--- src/rtl/wb_ram_arbiter.sv ---
`default_nettype none
// ============================================================================
// Module  : wb_ram_arbiter
// Brief   : Two-master Wishbone B3 round-robin arbiter in front of the on-chip
//           RAM slave. The grant is held for the whole cycle. Define
//           WB_RAM_ARBITER_WATCHDOG_EN to add a stalled-strobe watchdog.
// Revision: 1.0 - initial release
// ============================================================================
module wb_ram_arbiter #(
  parameter int DW        = 32,
  parameter int AW        = 32,
  parameter int WD_CYCLES = 256
) (
  input  logic          wb_clk_i,
  input  logic          wb_rst_n_i,
  input  logic [AW-1:0] m0_adr_i,
  input  logic [DW-1:0] m0_dat_i,
  input  logic [3:0]    m0_sel_i,
  input  logic          m0_we_i,
  input  logic [1:0]    m0_bte_i,
  input  logic [2:0]    m0_cti_i,
  input  logic          m0_cyc_i,
  input  logic          m0_stb_i,
  output logic [DW-1:0] m0_dat_o,
  output logic          m0_ack_o,
  output logic          m0_err_o,
  output logic          m0_rty_o,
  input  logic [AW-1:0] m1_adr_i,
  input  logic [DW-1:0] m1_dat_i,
  input  logic [3:0]    m1_sel_i,
  input  logic          m1_we_i,
  input  logic [1:0]    m1_bte_i,
  input  logic [2:0]    m1_cti_i,
  input  logic          m1_cyc_i,
  input  logic          m1_stb_i,
  output logic [DW-1:0] m1_dat_o,
  output logic          m1_ack_o,
  output logic          m1_err_o,
  output logic          m1_rty_o,
  output logic [AW-1:0] s_adr_o,
  output logic [DW-1:0] s_dat_o,
  output logic [3:0]    s_sel_o,
  output logic          s_we_o,
  output logic [1:0]    s_bte_o,
  output logic [2:0]    s_cti_o,
  output logic          s_cyc_o,
  output logic          s_stb_o,
  input  logic [DW-1:0] s_dat_i,
  input  logic          s_ack_i,
  input  logic          s_err_i,
  input  logic          s_rty_i,
  output logic [1:0]    gnt_o
);

  localparam logic [1:0] ST_IDLE = 2'd0;
  localparam logic [1:0] ST_GNT0 = 2'd1;
  localparam logic [1:0] ST_GNT1 = 2'd2;

  logic [1:0] state_q, state_d;
  logic       last_gnt_q, last_gnt_d;
  logic       wd_fire;

  always_ff @(posedge wb_clk_i or negedge wb_rst_n_i) begin
    if (!wb_rst_n_i) begin
      state_q    <= ST_IDLE;
      last_gnt_q <= 1'b1;
    end else begin
      state_q    <= state_d;
      last_gnt_q <= last_gnt_d;
    end
  end

  always_comb begin
    state_d = state_q;
    case (state_q)
      ST_IDLE: begin
        if (m0_cyc_i && m1_cyc_i) begin
          state_d = last_gnt_q ? ST_GNT0 : ST_GNT1;
        end else if (m0_cyc_i) begin
          state_d = ST_GNT0;
        end else if (m1_cyc_i) begin
          state_d = ST_GNT1;
        end
      end
      // On release, hand over directly to a waiting master with no idle cycle.
      ST_GNT0: if (!m0_cyc_i) state_d = m1_cyc_i ? ST_GNT1 : ST_IDLE;
      ST_GNT1: if (!m1_cyc_i) state_d = m0_cyc_i ? ST_GNT0 : ST_IDLE;
      default: state_d = ST_IDLE;
    endcase
  end

  always_comb begin
    last_gnt_d = last_gnt_q;
    if (state_d == ST_GNT0) begin
      last_gnt_d = 1'b0;
    end else if (state_d == ST_GNT1) begin
      last_gnt_d = 1'b1;
    end
  end

`ifdef WB_RAM_ARBITER_WATCHDOG_EN
  localparam int WD_W = $clog2(WD_CYCLES) + 1;

  logic [WD_W-1:0] wd_cnt_q, wd_cnt_d;
  logic            wd_stalled;

  always_ff @(posedge wb_clk_i or negedge wb_rst_n_i) begin
    if (!wb_rst_n_i) begin
      wd_cnt_q <= '0;
    end else begin
      wd_cnt_q <= wd_cnt_d;
    end
  end

  always_comb begin
    wd_stalled = 1'b0;
    case (state_q)
      ST_GNT0: wd_stalled = m0_stb_i;
      ST_GNT1: wd_stalled = m1_stb_i;
      default: wd_stalled = 1'b0;
    endcase
    wd_stalled = wd_stalled & ~(s_ack_i | s_err_i | s_rty_i);
    wd_fire    = wd_stalled && (wd_cnt_q == WD_W'(WD_CYCLES - 1));
    if (!wd_stalled || wd_fire || (state_d != state_q)) begin
      wd_cnt_d = '0;
    end else begin
      wd_cnt_d = wd_cnt_q + WD_W'(1);
    end
  end
`else
  logic unused_wd;
  assign unused_wd = ^WD_CYCLES;
  assign wd_fire   = 1'b0;
`endif

  // Slave side is purely combinational from the grant, so reset isolates it at once.
  always_comb begin
    s_adr_o  = m0_adr_i;
    s_dat_o  = m0_dat_i;
    s_sel_o  = m0_sel_i;
    s_bte_o  = m0_bte_i;
    s_we_o   = 1'b0;
    s_cti_o  = 3'b000;
    s_cyc_o  = 1'b0;
    s_stb_o  = 1'b0;
    m0_ack_o = 1'b0;
    m0_err_o = 1'b0;
    m0_rty_o = 1'b0;
    m1_ack_o = 1'b0;
    m1_err_o = 1'b0;
    m1_rty_o = 1'b0;
    gnt_o    = 2'b00;
    case (state_q)
      ST_GNT0: begin
        s_we_o   = m0_we_i;
        s_cti_o  = m0_cti_i;
        s_cyc_o  = m0_cyc_i;
        s_stb_o  = m0_stb_i & ~wd_fire;
        m0_ack_o = s_ack_i;
        m0_err_o = s_err_i | wd_fire;
        m0_rty_o = s_rty_i;
        gnt_o    = 2'b01;
      end
      ST_GNT1: begin
        s_adr_o  = m1_adr_i;
        s_dat_o  = m1_dat_i;
        s_sel_o  = m1_sel_i;
        s_bte_o  = m1_bte_i;
        s_we_o   = m1_we_i;
        s_cti_o  = m1_cti_i;
        s_cyc_o  = m1_cyc_i;
        s_stb_o  = m1_stb_i & ~wd_fire;
        m1_ack_o = s_ack_i;
        m1_err_o = s_err_i | wd_fire;
        m1_rty_o = s_rty_i;
        gnt_o    = 2'b10;
      end
      default: ;
    endcase
  end

  assign m0_dat_o = s_dat_i;
  assign m1_dat_o = s_dat_i;

endmodule
`default_nettype wire

--- config.mk ---
export PLATFORM = sky130hd
export DESIGN_NAME = wb_ram_arbiter
export DESIGN_NICKNAME = d
export VERILOG_FILES = /design/src/rtl/wb_ram_arbiter.sv
export SDC_FILE = /design/constraint.sdc
export NUM_CORES = 1
export LEC_CHECK = 0
export CAP_MARGIN = 25
export CORE_AREA = 10 10 124 126
export CTS_CLUSTER_SIZE = 14
export DETAILED_ROUTE_END_ITERATION = 10
export DIE_AREA = 0 0 134 136
export PLACE_DENSITY = 0.62
export SLEW_MARGIN = 20
export SYNTH_ARGS = -nofsm -noshare
export SYNTH_HDL_FRONTEND = slang
export SYNTH_SLANG_ARGS = --single-unit
--- constraint.sdc ---
create_clock -name wb_clk_i -period 2 [get_ports wb_clk_i]
set_input_delay 0.4 -clock wb_clk_i [delete_from_list [all_inputs] [get_ports wb_clk_i]]
set_output_delay 0.4 -clock wb_clk_i [all_outputs]
set_load 0.02 [all_outputs]
=== Yosys cells after proc, flatten, opt, wreduce, memory -nomap -nowiden ===
Cells that the tools add are included.

* Eq/ne operators: 4
* Mux-type cells: 26
* Reduce and logical (&&, ||, !) cells: 3

{| class="wikitable"
|+ Operator list
! operator !! number
|-
| 32-bit 2-to-1 mux || 2
|-
| 2-bit 2-to-1 mux || 8
|-
| 1-bit 2-to-1 mux || 9
|-
| 1-bit case mux with 2 select lines || 3
|-
| 2-bit case mux with 3 select lines || 1
|-
| 3-bit case mux with 2 select lines || 1
|-
| 2-bit by 1-bit == test with 1-bit output (second input constant) || 2
|-
| 2-bit == test (second input constant) || 2
|-
| 4-bit 2-to-1 mux || 1
|-
| 2-bit case mux with 2 select lines || 1
|-
| 2-bit zero test || 1
|-
| 2-bit nonzero test || 1
|-
| 1-bit logical AND || 1
|}

* Register bits after elaboration: 3
* Bits of input ports: 189
* Word-level logic and storage cells: 35

=== Depth between registers and ports, before layout ===
Gate-level depths: netlist (run 1).

* Word-level depth: 7
* Gate-level depth with buffers: 8

=== Worst setup path after synthesis (run 1) ===
No wires, ideal clock.

* Path kind: register to output
* From: register state_q[0]
* To: output s_cti_o[0]
* Data arrival time: 1.513 ns
* Required time: 1.600 ns
* Slack: 0.087 ns
* Cell stages (with the launch flop): 7
* Buffers on the path: 2
* Cell sequence: dfrtp_1 -> inv_1 -> ha_1 -> buf_6 -> buf_6 -> a22oi_1 -> nor2b_1

* Longest elaborated chain between the ends: 2

{| class="wikitable"
|+ Ends and longest elaborated chain
! item !! RTL line !! RTL
|-
| start, declared || 59 || <nowiki>logic [1:0] state_q, state_d;</nowiki>
|-
| start signal, assigned || 68 || <nowiki>state_q <= state_d;</nowiki>
|-
| 2-bit == test or 2-bit by 1-bit == test with 1-bit output (tied branches) || 153 || <nowiki>case (state_q)</nowiki>
|-
| 3-bit case mux with 2 select lines * || 153 ||
|-
| end, declared || 45 || <nowiki>output logic [2:0] s_cti_o,</nowiki>
|}

Mark *: on every way between the ends. The rest lies on a longest branch, timed or not.

=== Final worst setup path (run 1) ===
* From: register state_q[0]
* To: output s_adr_o[20]

* Longest elaborated chain between the ends: 2

{| class="wikitable"
|+ Ends and longest elaborated chain
! item !! RTL line !! RTL
|-
| 2-bit == test || 153 ||
|-
| 32-bit 2-to-1 mux || 153 ||
|-
| end, declared || 40 || <nowiki>output logic [AW-1:0] s_adr_o,</nowiki>
|}

No other way between the ends.

==> results of run 1 <==
-- metal layers --
| layer | track usage (%) | share of wire [%] | up-vias |
|---|---|---|---|
| li1 | - | - | 1026 |
| met1 | 14.0 | 41 | 1011 |
| met2 | 21.0 | 49 | 150 |
| met3 | 3.91 | 8.5 | 28 |
| met4 | 2.78 | 1.5 | 0 |
| met5 | 0 | 0 | - |
-- power by group --
part	internal, mW	total (mW)	switching, mW
clock	0.263	0.320	0.0563
sequential	0.0950	0.117	0.0216
combinational	2.42	4.16	1.75
-- state kept, by name, indices dropped and copies added (netlist names) --
register / count
state_q: 2
last_gnt_q: 1
-- synth_stat cells, types with 2 or more instances --
cell	instances
dfrtp_1	2
buf_6	10
buf_4	64
nor2b_1	8
o21ai_1	2
and2_1	6
mux2_2	71
ha_1	6
a22oi_1	6
inv_1	3
-- final timing paths --
check / startpoint / end / slack, ns / cells past startpoint
worst max register to register: state_q[0]$_DFF_PN0_ / last_gnt_q$_DFFE_PN1P_ / 0.05 / 9
max in group asynchronous: wb_rst_n_i / last_gnt_q$_DFFE_PN1P_ / 1.40 / 1
worst min register to register: last_gnt_q$_DFFE_PN1P_ / last_gnt_q$_DFFE_PN1P_ / 0.48 / 2
min in group wb_clk_i: last_gnt_q$_DFFE_PN1P_ / last_gnt_q$_DFFE_PN1P_ / 0.48 / 2
worst min-delay path: wb_rst_n_i / state_q[0]$_DFF_PN0_ / 0.37 / 1
worst max-delay path: state_q[0]$_DFF_PN0_ / s_adr_o[20] / -0.12 / 7
-- area by class of cell --
type | count | area [um^2] | share of cell area, %
multi-input cells | 110 | 1370 | 29.5
diodes | 1 | 2.50 | 0.0541
repair buffers | 282 | 2870 | 62.0
clock buffers | 4 | 78.8 | 1.70
well taps | 176 | 220 | 4.76
inverters | 3 | 13.8 | 0.297
flip-flops and latches | 3 | 76.3 | 1.65
-- repair_timing --
item	4_1_cts	5_1_grt
gates cloned	2	1
pin swaps	0	3
setup buffers	19	7
resized for setup	473	69
hold endpoints to repair	0	0
endpoints found under the setup margin	85	80
-- cell families (layout without fill, tap and decap cells) --
group           count (synthesis)  count (layout)  share of synthesized area, %
mux                            72              72                          45.5
buf+inv                        78             289                          34.2
flops                           3               3                          4.29
simple gates                   18              18                          6.11
other cells                     0               1                             0
compound gates                 14              14                          5.69
fa+ha+maj                       6               6                          4.22
-- cells in the final DEF (no fill, tap or decap), types with 2 or more instances in the layout --
cell / netlist / routed
buf_8: 0 / 3
clkbuf_16: 0 / 4
buf_6: 10 / 68
a22oi_1: 6 / 6
buf_4: 64 / 32
mux2_4: 0 / 57
ha_4: 0 / 4
mux2_2: 71 / 14
nor2b_2: 0 / 2
clkdlybuf4s15_1: 0 / 2
buf_2: 1 / 12
ha_1: 6 / 2
nor2b_1: 8 / 6
dlygate4sd2_1: 0 / 2
buf_16: 0 / 2
buf_12: 0 / 4
clkdlybuf4s50_1: 0 / 156
and2_1: 6 / 6
dfrtp_1: 2 / 2
==> reports/metrics.yaml, run 1 <==
grt_pass1_vias: 2565
crit_fanout: 7
nFillCells: 1319
cts_buffers: 3
clock_skew_ns: 0.00402
async_reset_ff_share_pct: 100
drive_gt1_share_pct: 51.2
start_util_pct: 13.7
fin_util_pct: 35.7
power_density_mw_per_mm2: 994
port_buffers: 240
postSynthAreaPerCell_um2: 9.32
antenna_found_initial: 0
crit_path_start_kind: "flip-flop"
routed_wl_um: 12300
setup_viol: 49
dp.cells: 549
irDropWorstVdd_mv: 0.272
design_area_mm2: 0.00463
crit_required_ns: 1.60
rsz0062_at_grt: "true"
nNetsFinal: 598
drv_slew: 0
hold_viol_final: 0
path_delay_family: "buffers and inverters"
critPathBufInv: 5
arrival_ns: 1.72
h-tree-depth: 1
criticalPathCategory: "flip-flop to output pin"
wire_per_inst_um: 21.3
syn-instance-count: 191
hold_buffers: 0
gp_congestion: 0.780
synth.largest_area_cell: "mux2_2"
cp_cell_sequence: "inv_2 -> ha_4 -> buf_12 -> buf_16 -> buf_4 -> mux2_4 -> buf_6"
cts.sinks: 3
fin_crit_ns: 2.12
slowest_stage: "dfrtp_1"
drc: 0
hold_class: "input pin to async pin"
grt_max_degree: 22
ys_warn_count: 0
synth_cell_types: 23
path_clk_slew_ns: 0.03
top_level_ports: 337
clk_path_buf_depth: 2
hpwlAfterDp_um: 10100
synthesis.area_mm2: 0.00178
max_stage_delay_ns: 0.39
synth_seq_cells: 3
dpl_worst_slack_ns: -0.286
fin_cells: 579
drtIter0Drc: 44
setup_ws_ns: -0.124
p_total_mw: 4.60
core_area_mm2: 0.0130
fin_worst_hold_slack_ns: 0.373
root_buffer: "clkbuf_16"
grt_overflow: 0
cts_tree: "built"
leakagePower_nw: 2.02
viasPerCell: 3.83
syn-num-nets: 386
grt_pass1_wl_um: 17200
firstDrtPassIters: 4
worstSetupEndpointType: "output pin"
synth_top_cells_by_area: "mux2_2 45%, buf_4 27%, buf_6 6.3%, ha_1 4.2%, dfrtp_1 2.8%"
fmaxAchievable_ghz: 0.471
violations: "setup timing"
maxCapViolations: 0
fp.dieW_um: 134
clock_latency_ns: 0.22
grt_usage_pct: 12.1
final.period_utilization_pct: 106
max_slew_margin_pct: 76.1
area_growth_pct: 160
synth_top_area_share_pct: 44.9
die_h_um: 136
ys.flop_type: "dfrtp_1"
yosysSeqAreaShare_pct: 4.29
finalSetupTns_ns: -2.90
die_area_mm2: 0.0182
rows: 42
vias: 2215
placed_area_mm2: 0.00397
postRouteAntennaNets: 0
status: "complete, but fails checks"
synth_edf_count: 0
tightest_slew_ns: 0.358
(Power assumes the default switching activity.)
==> run 2, diff against run 1 <==
SLEW_MARGIN = 25   (was 20)
==> results of run 2 <==
Same layout as run 1: the final DEF is identical, and so are final timing and power.
==> run 3, diff against run 2 <==
ABC_CLOCK_PERIOD_IN_PS = 2000   (was default)
==> results of run 3 <==
Same layout as run 1: the final DEF is identical, and so are final timing and power.
